**src/rtl/xgriscv_lsu.sv**
```systemverilog
// xgriscv_lsu: MEM-stage load/store unit. Steers store bytes onto a word bus,
// extracts and extends load data, flags misalignment and bounds each access with a timeout.

module xgriscv_lsu_lane #(
    parameter int LANE = 0
) (
    input  logic [1:0] width,
    input  logic [1:0] off,
    input  logic [7:0] b_src,
    input  logic [7:0] h_src,
    input  logic [7:0] w_src,
    output logic       be,
    output logic [7:0] wbyte
);
    localparam logic [1:0] LIDX = 2'(LANE);

    always_comb begin
        be    = 1'b0;
        wbyte = b_src;
        unique case (width)
            2'b01: be = (off == LIDX);
            2'b10: begin
                be    = (off[1] == LIDX[1]);
                wbyte = h_src;
            end
            2'b11: begin
                be    = 1'b1;
                wbyte = w_src;
            end
            default: ;
        endcase
    end
endmodule

module xgriscv_lsu #(
    parameter int AW      = 32,
    parameter int TIMEOUT = 255
) (
    input  logic          clk,
    input  logic          reset,
    input  logic          req_valid,
    input  logic          memwrite,
    input  logic [1:0]    lwhb,
    input  logic [1:0]    swhb,
    input  logic          lunsigned,
    input  logic [AW-1:0] addr,
    input  logic [31:0]   wdata,
    output logic          req_ready,
    output logic          stall,
    output logic          resp_valid,
    output logic [31:0]   rdata,
    output logic          misaligned,
    output logic          bus_err,
    output logic          bus_req,
    output logic          bus_we,
    output logic [3:0]    bus_be,
    output logic [AW-1:0] bus_addr,
    output logic [31:0]   bus_wdata,
    input  logic          bus_gnt,
    input  logic          bus_rvalid,
    input  logic [31:0]   bus_rdata
);
    localparam int NUM_LANES = 4;

    typedef enum logic [1:0] {IDLE, REQ, WAITR, RESP} state_t;

    typedef struct packed {
        logic       we;
        logic [1:0] width;
        logic       uns;
        logic [1:0] off;
    } acc_t;

    state_t                     state;
    acc_t                       acc;
    logic [7:0]                 tcnt;
    logic [1:0]                 width;
    logic                       misal;
    logic                       tmo;
    logic [NUM_LANES-1:0]       be_nxt;
    logic [NUM_LANES-1:0][7:0]  wd_nxt;
    logic [31:0]                shifted;
    logic [31:0]                ld_data;

    assign width = memwrite ? swhb : lwhb;
    assign misal = (width == 2'b00) || (width == 2'b10 && addr[0]) ||
                   (width == 2'b11 && addr[1:0] != 2'b00);
    // tcnt holds cycles already spent, so this cycle is the TIMEOUT-th one
    assign tmo   = (TIMEOUT != 0) && (tcnt == 8'(TIMEOUT - 1));

    for (genvar i = 0; i < NUM_LANES; i++) begin : g_lane
        xgriscv_lsu_lane #(.LANE(i)) u_lane (
            .width (width),
            .off   (addr[1:0]),
            .b_src (wdata[7:0]),
            .h_src (wdata[8*(i%2) +: 8]),
            .w_src (wdata[8*i +: 8]),
            .be    (be_nxt[i]),
            .wbyte (wd_nxt[i])
        );
    end

    assign shifted = bus_rdata >> {acc.off, 3'b000};

    always_comb begin
        unique case (acc.width)
            2'b01:   ld_data = {{24{~acc.uns & shifted[7]}}, shifted[7:0]};
            2'b10:   ld_data = {{16{~acc.uns & shifted[15]}}, shifted[15:0]};
            default: ld_data = shifted;
        endcase
    end

    assign req_ready = reset && (state == IDLE);
    assign stall     = reset && ((state == IDLE && req_valid) || state == REQ || state == WAITR);

    always_ff @(posedge clk or negedge reset) begin
        if (!reset) begin
            state      <= IDLE;
            acc        <= '0;
            tcnt       <= '0;
            bus_req    <= 1'b0;
            bus_we     <= 1'b0;
            bus_be     <= '0;
            bus_addr   <= '0;
            bus_wdata  <= '0;
            resp_valid <= 1'b0;
            rdata      <= '0;
            misaligned <= 1'b0;
            bus_err    <= 1'b0;
        end else begin
            unique case (state)
                IDLE: if (req_valid) begin
                    acc.we    <= memwrite;
                    acc.width <= width;
                    acc.uns   <= lunsigned;
                    acc.off   <= addr[1:0];
                    tcnt      <= '0;
                    if (misal) begin
                        state      <= RESP;
                        resp_valid <= 1'b1;
                        misaligned <= 1'b1;
                    end else begin
                        state     <= REQ;
                        bus_req   <= 1'b1;
                        bus_we    <= memwrite;
                        bus_be    <= be_nxt;
                        bus_addr  <= {addr[AW-1:2], 2'b00};
                        bus_wdata <= wd_nxt;
                    end
                end
                REQ: begin
                    tcnt <= tcnt + 8'd1;
                    if (bus_gnt) begin
                        bus_req <= 1'b0;
                        bus_we  <= 1'b0;
                        if (acc.we) begin
                            state      <= RESP;
                            resp_valid <= 1'b1;
                        end else begin
                            state <= WAITR;
                        end
                    end else if (tmo) begin
                        bus_req    <= 1'b0;
                        bus_we     <= 1'b0;
                        state      <= RESP;
                        resp_valid <= 1'b1;
                        bus_err    <= 1'b1;
                    end
                end
                WAITR: begin
                    tcnt <= tcnt + 8'd1;
                    if (bus_rvalid) begin
                        rdata      <= ld_data;
                        state      <= RESP;
                        resp_valid <= 1'b1;
                    end else if (tmo) begin
                        state      <= RESP;
                        resp_valid <= 1'b1;
                        bus_err    <= 1'b1;
                    end
                end
                RESP: begin
                    state      <= IDLE;
                    resp_valid <= 1'b0;
                    rdata      <= '0;
                    misaligned <= 1'b0;
                    bus_err    <= 1'b0;
                end
            endcase
        end
    end
endmodule
```
**config.mk**
```make
export PLATFORM = sky130hd
export DESIGN_NAME = xgriscv_lsu
export DESIGN_NICKNAME = d
export VERILOG_FILES = /design/src/rtl/xgriscv_lsu.sv
export SDC_FILE = /design/constraint.sdc
export NUM_CORES = 1
export LEC_CHECK = 0
export ABC_AREA = 0
export CAP_MARGIN = 10
export CORE_MARGIN = 2
export CORE_UTILIZATION = 30
export CTS_BUF_LIST = sky130_fd_sc_hd__clkbuf_16
export CTS_CLUSTER_DIAMETER = 30
export DETAILED_ROUTE_END_ITERATION = 12
export GPL_TIMING_DRIVEN = 0
export PLACE_DENSITY = 0.54
export SETUP_SLACK_MARGIN = 0.3
export SKIP_LAST_GASP = 1
export SLEW_MARGIN = 20
export SYNTH_ARGS = -nofsm -noshare
export SYNTH_HDL_FRONTEND = slang
export SYNTH_SLANG_ARGS = --single-unit
```
**constraint.sdc**
```tcl
create_clock -name clk -period 2.2 [get_ports clk]
set_input_delay 0.44 -clock clk [delete_from_list [all_inputs] [get_ports clk]]
set_output_delay 0.44 -clock clk [all_outputs]
set_load 0.01 [all_outputs]
```
==> impl_metrics.csv, run 1 <==
group,metric,value,unit
clock_tree,numCtsBuffers,17,
logic_synthesis,ys_types,58,
detailed_routing,route.detailed.drc,0,
logic_synthesis,synth.ff_latch_count,119,
cells_and_area,area_growth,60.7,%
run,drv_cap,0,
power_and_ir_drop,power.total,12.9,mW
power_and_ir_drop,p_comb_share,50.4,%
power_and_ir_drop,peakVddDrop,0.588,mV
clock_tree,clock_sinks,119,
sta,final.min_clock_period,2.18,ns
detailed_routing,firstDrtPassIters,4,
clock_tree,cts.clk_slew.worst_paths,0.06,ns
sta,setup_violations,0,
power_and_ir_drop,swShare,35.6,%
clock_tree,cts_tree,"yes",
placement,io_buffers,208,
die,fp-row-count,51,
power_and_ir_drop,power_frac_seq,29.6,%
global_route,grt_pass1_wl,31.1,mm
setup_path,rr_worst_depth,10,
setup_path,path_max_fanout,8,
logic_synthesis,syn_area,5930,um^2
setup_path,cp.required,1.76,ns
logic_synthesis,yosysWarnings,0,
die,die_h,145,um
global_route,track_usage,19.5,%
sta,fmax,458,MHz
clock_tree,cts_root_buf,"clkbuf_16",
die,start_util,30.6,%
global_route,antenna_found_initial,0,
setup_path,end_kind,"output port",
placement,post_dp_cell_area,8390,um^2
setup_path,start_kind,"flip-flop",
cells_and_area,diodes,0,
detailed_routing,antenna_left,0,
logic_synthesis,synthArstFlopShare,100,%
power_and_ir_drop,p_sw,4.61,mW
detailed_routing,routed_via_density,5.08,
min_path,hold_path.class,"in2async",
outcome,status,"finished with violations",
cells_and_area,layout-drive-gt1-share,21.8,%
die,core,19400,um^2
global_route,grt_overflow_total,0,
sta,hold_viol,60,
logic_synthesis,yosysSeqAreaShare,50.2,%
sta,maxSlewViolCount,0,
sta,skew,0.00889,ns
global_route,grt_pass1_vias,5760,
placement,dp.final_hpwl,14.5,mm
global_route,grt_max_degree,62,
sta,worstMarginPinSlew,0.566,ns
cells_and_area,post-route-util,49.1,%
die,num_io_pins,214,
clock_tree,cts_buffer_depth,2,
detailed_routing,routedWlPerCell,18.9,um
sta,hold_slack,-0.0838,ns
detailed_routing,first_iter_violations,267,
power_and_ir_drop,p_leak,4.05,nW
detailed_routing,dr_total_vias,5473,
sta,period_share,99.2,%
outcome,violations,"hold timing",
placement,gp_congestion,0.829,
logic_synthesis,synth_flop_cell,"dfrtp_1",
sta,rsz0062_at_grt,"yes",
sta,relSlewSlack,61.2,%
setup_path,crit_type,"reg2out",
clock_tree,htreeDepth,4,
logic_synthesis,synth-edff-count,0,
clock_tree,clock_latency,0.42,ns
power_and_ir_drop,intPower,8.32,mW
die,dieArea,20900,um^2
cells_and_area,final_area,9520,um^2
setup_path,arrival,1.74,ns
cells_and_area,final_nets,915,
detailed_routing,wl,20.4,mm
power_and_ir_drop,pwr_density_cell,1360,nW/um^2
logic_synthesis,syn_inst,536,
cells_and_area,layout_commonest_cell,"clkdlybuf4s50_1",
logic_synthesis,syn_avg_cell_area,11.1,um^2
cells_and_area,most-common-layout-cells,"201 x clkdlybuf4s50_1, 119 x dfrtp_1, 47 x nand2_1",
power_and_ir_drop,clockPowerShare,20.1,%
die,die_w,145,um
## per-stage QoR
stage	std cells	TNS [ns]	setup WS, ns	hold slack, ns
finish	1077	0	0.0186	-0.0838
global route	1077	-0.0394	-0.0366	-0.0684
CTS	1066	-0.0182	-0.0182	-0.0770
detailed placement	1011	-39.50	-0.697	0.415
global placement	1010	-551.64	-4.45	0.481
floorplan	537	0	0.0307	0.144
## sequential cells by signal (all words and copies together), names as in the netlist, 2 cells and up
name,cells
bus_addr,30
rdata,32
state,2
bus_wdata,32
bus_be,4
tcnt,8
acc,6
## power groups by stage
stage               Combinational (mW)  Sequential [mW]  Clock [mW]
finish                            6.51             3.82        2.59
global route                      7.05             3.95        2.75
global placement                  5.80             3.81           0
floorplan                         2.56             4.16           0
detailed placement                5.88             3.83           0
CTS                               6.33             3.83        2.63
## metal layers
layer,GRT usage (%),share of wire (%)
met5,0,0
met4,6.85,2.0
met3,7.42,9.6
met2,31.8,47
met1,23.6,42
## cells by family after synthesis
group	synth area share, %
AO/OA/AOI/OAI	17.3
XOR/XNOR	0.296
adder cells (fa/ha/maj)	1.90
buffers and inverters	3.67
flip-flops	50.2
multiplexers	16.1
other	0.0633
AND/OR/NAND/NOR	10.3
## worst max-delay path, cell delays in order, from the launching register on
cell     delay (ns)
dfrtp_1        0.39
buf_4          0.15
ha_1           0.30
o31a_1         0.35
buf_2          0.14
## synth_stat cells (all sizes together) (2+ instances only)
library cell	number	area share [%]
nand4	4	0.42
a21oi	10	0.84
ha	9	1.9
nor3b	2	0.25
a41oi	2	0.30
nand2b	3	0.32
a32o	8	1.4
and3	2	0.21
o221ai	10	1.5
mux2	50	9.6
a21boi	2	0.25
and2	2	0.21
clkbuf	26	1.6
o211ai	2	0.25
a221oi	3	0.44
a2bb2oi	8	1.2
or2	2	0.21
nand3	15	1.3
xnor2	2	0.30
o31a	2	0.30
dfrtp	119	50
mux2i	36	6.1
nor3	14	1.3
nand2	50	3.2
a22oi	9	1.1
inv	11	0.70
nor2	17	1.2
nor2b	10	1.1
nand3b	2	0.25
or3	2	0.21
o21ai	46	3.9
a31oi	12	1.3
a211o	7	1.0
a22o	9	1.3
o31ai	2	0.25
buf	11	1.3
## final timing paths
kind                           from       endpoint  slack (ns)
min                           reset        tcnt[7]       -0.08
max reg2reg                state[1]     resp_valid        0.14
max                        state[0]          stall        0.02
min reg2reg                  acc[2]         acc[2]        0.48
max in group asynchronous     reset  bus_wdata[30]        1.65
min in group clk           memwrite         acc[5]        0.35
## timing repair
| action | 4_1_cts | 5_1_grt |
|---|---|---|
| buffers inserted | 22 | 9 |
| pin swaps | 9 | 3 |
| hold endpoints to repair | 60 | 60 |
| setup endpoints to repair | 108 | 96 |
| cloned | 1 | 2 |
| gates resized for setup | 69 | 39 |
## cell type report
| cell class | instances | area, um^2 |
|---|---|---|
| Fill cell | 1814 | 9880 |
| Sequential cell | 119 | 2980 |
| Inverter | 11 | 41.3 |
| Clock inverter | 15 | 115 |
| Clock buffer | 17 | 425 |
| Multi-Input combinational cell | 370 | 2910 |
| Tap cell | 265 | 332 |
| Buffer | 37 | 277 |
| Timing Repair Buffer | 243 | 2440 |
Note: power is estimated with default switching activity, not from simulation.
==> run 2: changes to the inputs <==
--- a/config.mk
+++ b/config.mk
@@ -7,14 +7,15 @@
 export LEC_CHECK = 0
 export ABC_AREA = 0
 export CAP_MARGIN = 10
-export CORE_MARGIN = 2
+export CORE_MARGIN = 1
 export CORE_UTILIZATION = 30
 export CTS_BUF_LIST = sky130_fd_sc_hd__clkbuf_16
 export CTS_CLUSTER_DIAMETER = 30
 export DETAILED_ROUTE_END_ITERATION = 12
 export GPL_TIMING_DRIVEN = 0
+export HOLD_SLACK_MARGIN = 0.06
 export PLACE_DENSITY = 0.54
-export SETUP_SLACK_MARGIN = 0.3
+export SETUP_SLACK_MARGIN = 0.1
 export SKIP_LAST_GASP = 1
 export SLEW_MARGIN = 20
 export SYNTH_ARGS = -nofsm -noshare
==> impl_metrics.csv, run 2 (same netlist as run 1, synthesis figures left out) <==
group,metric,value,unit
outcome,status,"finished, final reports clean",
detailed_routing,wl_met2,9.10,mm
setup_path,crit_family,"buffers and inverters",
run,drv_cap,0,
min_path,hold_path.class,"in2async",
detailed_routing,wl_met3,1.78,mm
global_route,grt_pass1_wl,30.6,mm
setup_path,cp_slowest_cell,"dfrtp_1",
power_and_ir_drop,intPower,8.63,mW
detailed_routing,wl,19.6,mm
setup_path,cp.required,1.76,ns
sta,rsz0062_at_grt,"yes",
sta,fmax,470,MHz
placement,post_dp_cell_area,8380,um^2
clock_tree,clock_latency,0.42,ns
die,dieArea,20300,um^2
detailed_routing,route.detailed.drc,0,
die,start_util,30.6,%
clock_tree,clock_sinks,119,
detailed_routing,wl_met1,8.40,mm
sta,setup_violations,0,
cells_and_area,stdcell_count,1061,
global_route,grt_overflow_total,0,
sta,tns,0,ns
sta,maxSlewViolCount,0,
sta,hold_slack,0.0659,ns
clock_tree,cts.clk_slew.worst_paths,0.05,ns
cells_and_area,layout-drive-gt1-share,17.7,%
power_and_ir_drop,power.total,13.1,mW
global_route,grt_max_degree,65,
cells_and_area,layout_commonest_cell,"clkdlybuf4s50_1",
cells_and_area,fillers,1797,
setup_path,arrival,1.69,ns
die,die_w,143,um
sta,worstMarginPinSlew,0.689,ns
global_route,track_usage,19.7,%
sta,relSlewSlack,54.1,%
detailed_routing,dr_total_vias,5395,
clock_tree,cts_tree,"yes",
die,fp-row-count,51,
placement,io_buffers,208,
detailed_routing,first_iter_violations,319,
cells_and_area,final_area,9360,um^2
die,die_h,143,um
setup_path,crit_type,"reg2out",
clock_tree,cts_root_buf,"clkbuf_16",
die,num_io_pins,214,
power_and_ir_drop,swShare,34.0,%
power_and_ir_drop,p_comb_share,46.9,%
setup_path,max_stage_delay,0.38,ns
detailed_routing,routedWlPerCell,18.5,um
detailed_routing,antenna_left,0,
sta,period_share,96.8,%
detailed_routing,firstDrtPassIters,5,
clock_tree,htreeDepth,4,
placement,dp.cells,1011,
power_and_ir_drop,p_sw,4.45,mW
sta,hold_viol,0,
global_route,antenna_found_initial,0,
die,core,19400,um^2
placement,gp_congestion,0.823,
cells_and_area,most-common-layout-cells,"204 x clkdlybuf4s50_1, 119 x dfrtp_1, 49 x nand2_1",
setup_path,cp_cell_sequence,"buf_4 > ha_1 > clkbuf_8 > o31a_1 > buf_2",
cells_and_area,final_nets,899,
detailed_routing,routed_via_density,5.08,
setup_path,path_buf_inv,3,
clock_tree,cts_buffer_depth,2,
cells_and_area,diodes,0,
power_and_ir_drop,peakVddDrop,0.582,mV
placement,dp.final_hpwl,14.2,mm
power_and_ir_drop,pwr_density_cell,1400,nW/um^2
clock_tree,numCtsBuffers,17,
setup_path,path_max_fanout,8,
sta,skew,0.00905,ns
power_and_ir_drop,clockPowerShare,23.9,%
sta,final.min_clock_period,2.13,ns
cells_and_area,area_growth,57.9,%
setup_path,start_kind,"flip-flop",
global_route,grt_pass1_vias,5457,
detailed_routing,top_layer,"met4",
power_and_ir_drop,power_frac_seq,29.2,%
cells_and_area,reg.largest.list,"bus_wdata (32), rdata (32), bus_addr (30)",
setup_path,end_kind,"output port",
power_and_ir_drop,p_leak,3.91,nW
-- run 2: cell types whose count changed in the layout (fill, tap and decap cells not counted), sizes merged --
cell           previous run  this run
inv                      12        11
dlygate4sd3               0         2
bufinv                    1         6
buf                      48        30
dlymetal6s2s              1         0
dlygate4sd2               3         1
clkinv                    8         7
clkdlybuf4s50           201       204
clkinvlp                  5         2
clkbuf                   44        43
clkdlybuf4s15             0         1
-- run 2: what timing repair did --
item                                    CTS  global route
hold endpoints to repair                 57            94
hold buffers                              1             4
pin swaps                                 3             3
endpoints found under the setup margin  100            47
resized for setup                        36            13
setup buffers                             5             9
-- run 2: layer usage --
metal	GRT usage, %	vias to the layer above
met5	0	-
met4	7.47	0
met3	6.29	26
met2	30.5	231
met1	25.6	2655
li1	-	2483
-- run 2: metrics by stage --
stage	util [%]	setup slack (ns)
after floorplan	-	0.0307
after global placement	43.0	-4.43
after detailed placement	43.2	-0.710
after CTS	47.5	0.0333
after global routing	48.2	0.0127
final	48.2	0.0713
-- run 2: final cells by class --
cell class                 instances  area [um^2]  area share (%)
sequential                       119         2980            31.8
multi-input combinational        370         2810            30.1
timing repair buffer             228         2310            24.7
clock buffer                      17          425            4.55
tap                              265          332            3.54
clock inverter                    15          233            2.49
buffer                            36          223            2.38
inverter                          11         41.3           0.441
-- run 2: final timing paths --
path	startpoint	endpoint	slack, ns	cells past startpoint
setup / recovery	state[1]	stall	0.07	5
hold / removal	reset	tcnt[7]	0.07	3
setup reg to reg	state[0]	bus_addr[20]	0.21	7
hold reg to reg	acc[2]	acc[2]	0.48	2
max in group asynchronous	reset	rdata[18]	1.29	3
min in group clk	memwrite	acc[5]	0.35	3
-- run 2: power by group through the flow --
| stage | Combinational (mW) | Sequential [mW] | Clock (mW) |
|---|---|---|---|
| final | 6.13 | 3.82 | 3.13 |
| after global routing | 6.64 | 3.96 | 3.30 |
| after CTS | 6.06 | 3.81 | 3.21 |
| after detailed placement | 5.83 | 3.83 | 0 |
| after global placement | 5.76 | 3.80 | 0 |
| after floorplan | 2.54 | 4.16 | 0 |
-- run 2: worst reg2reg max path: cells and delay by family (launching register included) --
| family | cells | cell delay, ns |
|---|---|---|
| simple gates | 2 | 0.42 |
| flops | 1 | 0.39 |
| buf+inv | 2 | 0.38 |
| mux | 1 | 0.36 |
| fa+ha+maj | 1 | 0.17 |
| compound gates | 1 | 0.17 |
==> run 3: changes to the inputs <==
--- a/config.mk
+++ b/config.mk
@@ -9,7 +9,6 @@
 export CAP_MARGIN = 10
 export CORE_MARGIN = 1
 export CORE_UTILIZATION = 30
-export CTS_BUF_LIST = sky130_fd_sc_hd__clkbuf_16
 export CTS_CLUSTER_DIAMETER = 30
 export DETAILED_ROUTE_END_ITERATION = 12
 export GPL_TIMING_DRIVEN = 0
==> impl_metrics.csv, run 3 (same netlist as run 1, synthesis figures left out) <==
group,metric,value,unit
cells_and_area,most-common-layout-cells,"204 x clkdlybuf4s50_1, 119 x dfrtp_1, 49 x nand2_1",
placement,dp.final_hpwl,14.2,mm
sta,hold_slack,0.358,ns
sta,relSlewSlack,54.6,%
detailed_routing,first_iter_violations,317,
global_route,grt_overflow_total,0,
detailed_routing,wl,19.5,mm
power_and_ir_drop,p_leak,3.90,nW
detailed_routing,wl_met2,8.96,mm
global_route,grt_pass1_vias,5433,
setup_path,cp.required,1.76,ns
cells_and_area,area_growth,57.6,%
detailed_routing,antenna_left,0,
clock_tree,clock_latency,0.42,ns
setup_path,start_kind,"flip-flop",
outcome,status,"finished, final reports clean",
setup_path,max_stage_delay,0.36,ns
clock_tree,numCtsBuffers,17,
cells_and_area,fillers,1796,
cells_and_area,layout-drive-gt1-share,17.8,%
setup_path,cp_slowest_cell,"dfrtp_1",
min_path,hold_path.class,"in2reg",
cells_and_area,layout_commonest_cell,"clkdlybuf4s50_1",
detailed_routing,wl_met3,1.86,mm
placement,preCtsSetupSlack,-0.710,ns
clock_tree,clock_sinks,119,
setup_path,cp_cell_sequence,"inv_2 > ha_4 > and2_4 > buf_8 > o31a_1 > clkbuf_2",
die,die_w,143,um
cells_and_area,reg.largest.list,"bus_wdata (32), rdata (32), bus_addr (30)",
placement,gp_congestion,0.823,
sta,fmax,471,MHz
power_and_ir_drop,power.total,13.2,mW
global_route,antenna_found_initial,0,
die,fp-row-count,51,
sta,hold_viol,0,
detailed_routing,wl_met1,8.36,mm
placement,post_dp_cell_area,8380,um^2
power_and_ir_drop,pwr_density_cell,1410,nW/um^2
sta,setup_violations,0,
detailed_routing,routedWlPerCell,18.5,um
clock_tree,cts.clk_slew.worst_paths,0.05,ns
cells_and_area,final_area,9340,um^2
sta,maxSlewViolCount,0,
cells_and_area,seq_area,2980,um^2
clock_tree,cts_buffer_depth,2,
die,dieArea,20300,um^2
die,start_util,30.6,%
cells_and_area,diodes,0,
detailed_routing,route.detailed.drc,0,
detailed_routing,firstDrtPassIters,5,
detailed_routing,top_layer,"met4",
sta,skew,0.0148,ns
cells_and_area,multiInputGateArea,2810,um^2
die,die_h,143,um
power_and_ir_drop,peakVddDrop,0.577,mV
global_route,track_usage,19.6,%
global_route,grt_pass1_wl,30.4,mm
detailed_routing,routed_via_density,5.11,
placement,io_buffers,208,
setup_path,crit_type,"reg2out",
cells_and_area,final_nets,893,
sta,worstMarginPinSlew,0.681,ns
sta,fin_ws,0.0753,ns
sta,final.min_clock_period,2.12,ns
clock_tree,cts_tree,"yes",
setup_path,end_kind,"output port",
sta,period_share,96.6,%
detailed_routing,dr_total_vias,5393,
sta,rsz0062_at_grt,"yes",
setup_path,path_max_fanout,10,
clock_tree,htreeDepth,4,
setup_path,arrival,1.68,ns
global_route,grt_max_degree,65,
run,drv_cap,0,
clock_tree,cts_root_buf,"clkbuf_16",
die,core,19400,um^2
die,num_io_pins,214,
run 3: cell type report:
type | count | share of cell area, %
buffer | 36 | 2.33
clock buffer | 21 | 5.14
clock inverter | 11 | 2.33
inverter | 11 | 0.442
multi-input combinational | 370 | 30.1
sequential | 119 | 31.9
tap | 265 | 3.55
timing repair buffer | 222 | 24.2
run 3: worst max-delay path, delay by kind of cell, from the launching register on:
kind                       cells  cell delay, ns
and+or+nand+nor                1            0.15
DFF                            1            0.36
AOI/OAI and AO/OA              1            0.25
buffers and inverters          3            0.33
adders and majority gates      1            0.18
run 3: worst paths after layout:
path                       startpoint            end  slack [ns]  depth (start not counted)
setup reg to reg             state[0]   bus_addr[12]        0.21                          7
setup / recovery             state[0]          stall        0.08                          6
max in group asynchronous       reset  bus_wdata[23]        1.24                          4
hold reg to reg                acc[2]         acc[2]        0.48                          2
min in group asynchronous       reset        tcnt[6]        0.62                          3
hold / removal               memwrite         acc[5]        0.36                          3
run 3: per-stage QoR:
| stage | util (%) | instances | setup TNS [ns] |
|---|---|---|---|
| detailed placement | 43.2 | 1011 | -44.09 |
| CTS | 47.6 | 1047 | -0.155 |
| floorplan | - | 537 | 0 |
| global route | 48.1 | 1055 | 0 |
| global placement | 43.0 | 1010 | -554.86 |
| finish | 48.1 | 1055 | 0 |
run 3: where the power goes:
part	switching [mW]	internal, mW	total (mW)
Combinational	2.79	3.29	6.07
Clock	1.03	2.25	3.27
Sequential	0.620	3.20	3.82
run 3: routing by layer:
layer	vias up	track usage [%]
met3	29	7.13
met5	-	0
met4	0	6.28
li1	2471	-
met2	234	30.3
met1	2659	25.4
run 3: timing repair:
action,CTS,global route
pin swaps,2,5
hold buffers,1,3
resized for setup,31,19
hold endpoints to repair,57,102
setup endpoints to repair,100,49
buffers inserted,3,6
==> RTL change, RTL diff (config.mk and constraints of run 1) <==
Set the parameter `AW` to 64 (it was 32).
--- a/src/rtl/xgriscv_lsu.sv
+++ b/src/rtl/xgriscv_lsu.sv
@@ -33,7 +33,7 @@
 endmodule
 
 module xgriscv_lsu #(
-    parameter int AW      = 32,
+    parameter int AW      = 64,
     parameter int TIMEOUT = 255
 ) (
     input  logic          clk,
Ports: changed (resized addr and bus_addr); port bits go from 214 to 278. No check against the original RTL was run, so the function may have changed too.
==> RTL change against run 1 <==
The flow still finishes with violations (hold timing); non-clock buffer count is 82 higher; synthesized area rose by 20%; sequential share of layout area about the same; total power grew 27%; critical path depth increased by 2; count of clock-buffer cells in the layout did not move; sequential cell count rose by 32; worst setup slack improved by 0.037 ns; critical path type unchanged; final area grew 27%; register-to-register slack about the same; maximum frequency up 1.7%; wire length grew 23%.
==> RTL change: results <==
[run_status]
outcome = finished, violations left
failed_checks = hold timing

[finish]
final_cell_count_no_fill = 1277
reg_top3 = bus_addr (62), bus_wdata (32), rdata (32)
finalNetCount = 1093
n_fill_cell = 2085
post_route_cells_drive_above_1_share_pct = 24.74

[critical_path]
r2r.worst_path.cells = 7
crit-reg2reg-launch = state[0]$_DFFE_PN0N_
r2r_slack_ns = 0.14
critical-path-max-stage-delay_ns = 0.37
timing.rr.end = bus_wdata[7]$_DFFE_PN0P_
cp_max_fo = 5
critical_path_arrival_ns = 1.70

[pwr]
power.static_leakage_nw = 5.135
max-vdd-ir-drop_mv = 0.5611

[route]
wl_met1_um = 10590
detailroute.wirelength.met2_um = 11890
met3_wirelength_um = 2222
drtIter0Drc = 215
vias_per_cell = 4.864
wl_per_cell_um = 19.57

[placement]
portBuffers = 272
placed_area_mm2 = 0.01031
detailed_place_hpwl_um = 17400
dpl.cell_count = 1197
placement.setup.worst_slack_ns = -0.6160
gp_congestion = 0.7890

[global_route]
grt_use_total_pct = 19.52
grtUsageMet2_pct = 31.26
grt.met1_usage_pct = 24.93
grt_pass1_wl_um = 37100
met3_usage_pct = 7.802
grt_max_degree = 82
antenna_found_initial = 0
grt_pass1_vias = 6535

[logic_synthesis]
synth.area.top_cells = sky130_fd_sc_hd__dfrtp_1, sky130_fd_sc_hd__mux2_2, sky130_fd_sc_hd__mux2i_1
yosys-top-cells-count = sky130_fd_sc_hd__dfrtp_1, sky130_fd_sc_hd__mux2_2, sky130_fd_sc_hd__nand2_1
synth-main-ff-cell = sky130_fd_sc_hd__dfrtp_1
seq_area_frac_synth_pct = 53.16
syn_area_per_cell_um2 = 11.77
distinct_cell_type_count_after_synthesis = 58

[clock_tree]
ctsRootBufferMaster = sky130_fd_sc_hd__clkbuf_16
clkLatencyLatePin_ns = 0.42
tritoncts.num_buffers = 17
clock_path_buffers = 2
post_cts.repair.setup_buffers = 24
cts_resized = 102

[sta]
post-route-period-util_pct = 97.47
skew_ns = 0.01012
hold-worst-slack_ns = -0.008040
final_number_of_hold_violating_endpoints = 5
tightestPinTransition_ns = 0.6717
RTL change: changes by cell type after synthesis:
cell | before | now
sky130_fd_sc_hd__buf_2 | 6 | 10
sky130_fd_sc_hd__mux2_2 | 48 | 80
sky130_fd_sc_hd__dfrtp_1 | 119 | 151
RTL change: layout make-up:
type	instances	area, um2	share of cell area [%]
repair buffers	322	3337	27.65
multi-input cells	402	3530	29.25
well taps	319	399.1	3.307
clock buffers	17	425.4	3.525
inverters	11	41.29	0.3421
clock inverters	15	205.2	1.700
plain buffers	40	352.8	2.923
flip-flops and latches	151	3779	31.31
RTL change: logic make-up after synthesis:
family	synth area share [%]
AOI/OAI and AO/OA	14.45
xor gates and xnor gates	0.2465
adders and majority gates	1.584
buffers and inverters	3.344
DFF	53.16
muxes	18.54
other	0.05276
and+or+nand+nor	8.625
RTL change: worst min-delay path by stage:
stage                           from                     end  slack, ns  cells after the start
2_1_floorplan                  reset      acc[0]$_DFFE_PN0P_       0.14                      0
3_3_place_gp   rdata[15]$_DFFE_PN0P_   rdata[15]$_DFFE_PN0P_       0.47                      2
3_5_place_dp                   reset  resp_valid$_DFFE_PN0P_       0.47                      1
4_1_cts                        reset  resp_valid$_DFFE_PN0P_      0.005                      1
5_1_grt                        reset  resp_valid$_DFFE_PN0P_       0.02                      1
6_report                       reset  resp_valid$_DFFE_PN0P_     -0.008                      1
RTL change: stage by stage:
step	util, %	setup TNS, ns
floorplan	-	0
global placement	44.05	-975.82
detailed placement	44.19	-38.76
CTS	49.37	0
global route	51.73	-0.01675
finish	51.73	0
RTL change: power breakdown:
part / switching [W] / total [W] / internal [W]
clock: 0.00138 / 0.00313 / 0.00175
sequential: 0.000741 / 0.00482 / 0.00408
combinational: 0.00356 / 0.00843 / 0.00487
total: 0.00569 / 0.0164 / 0.0107
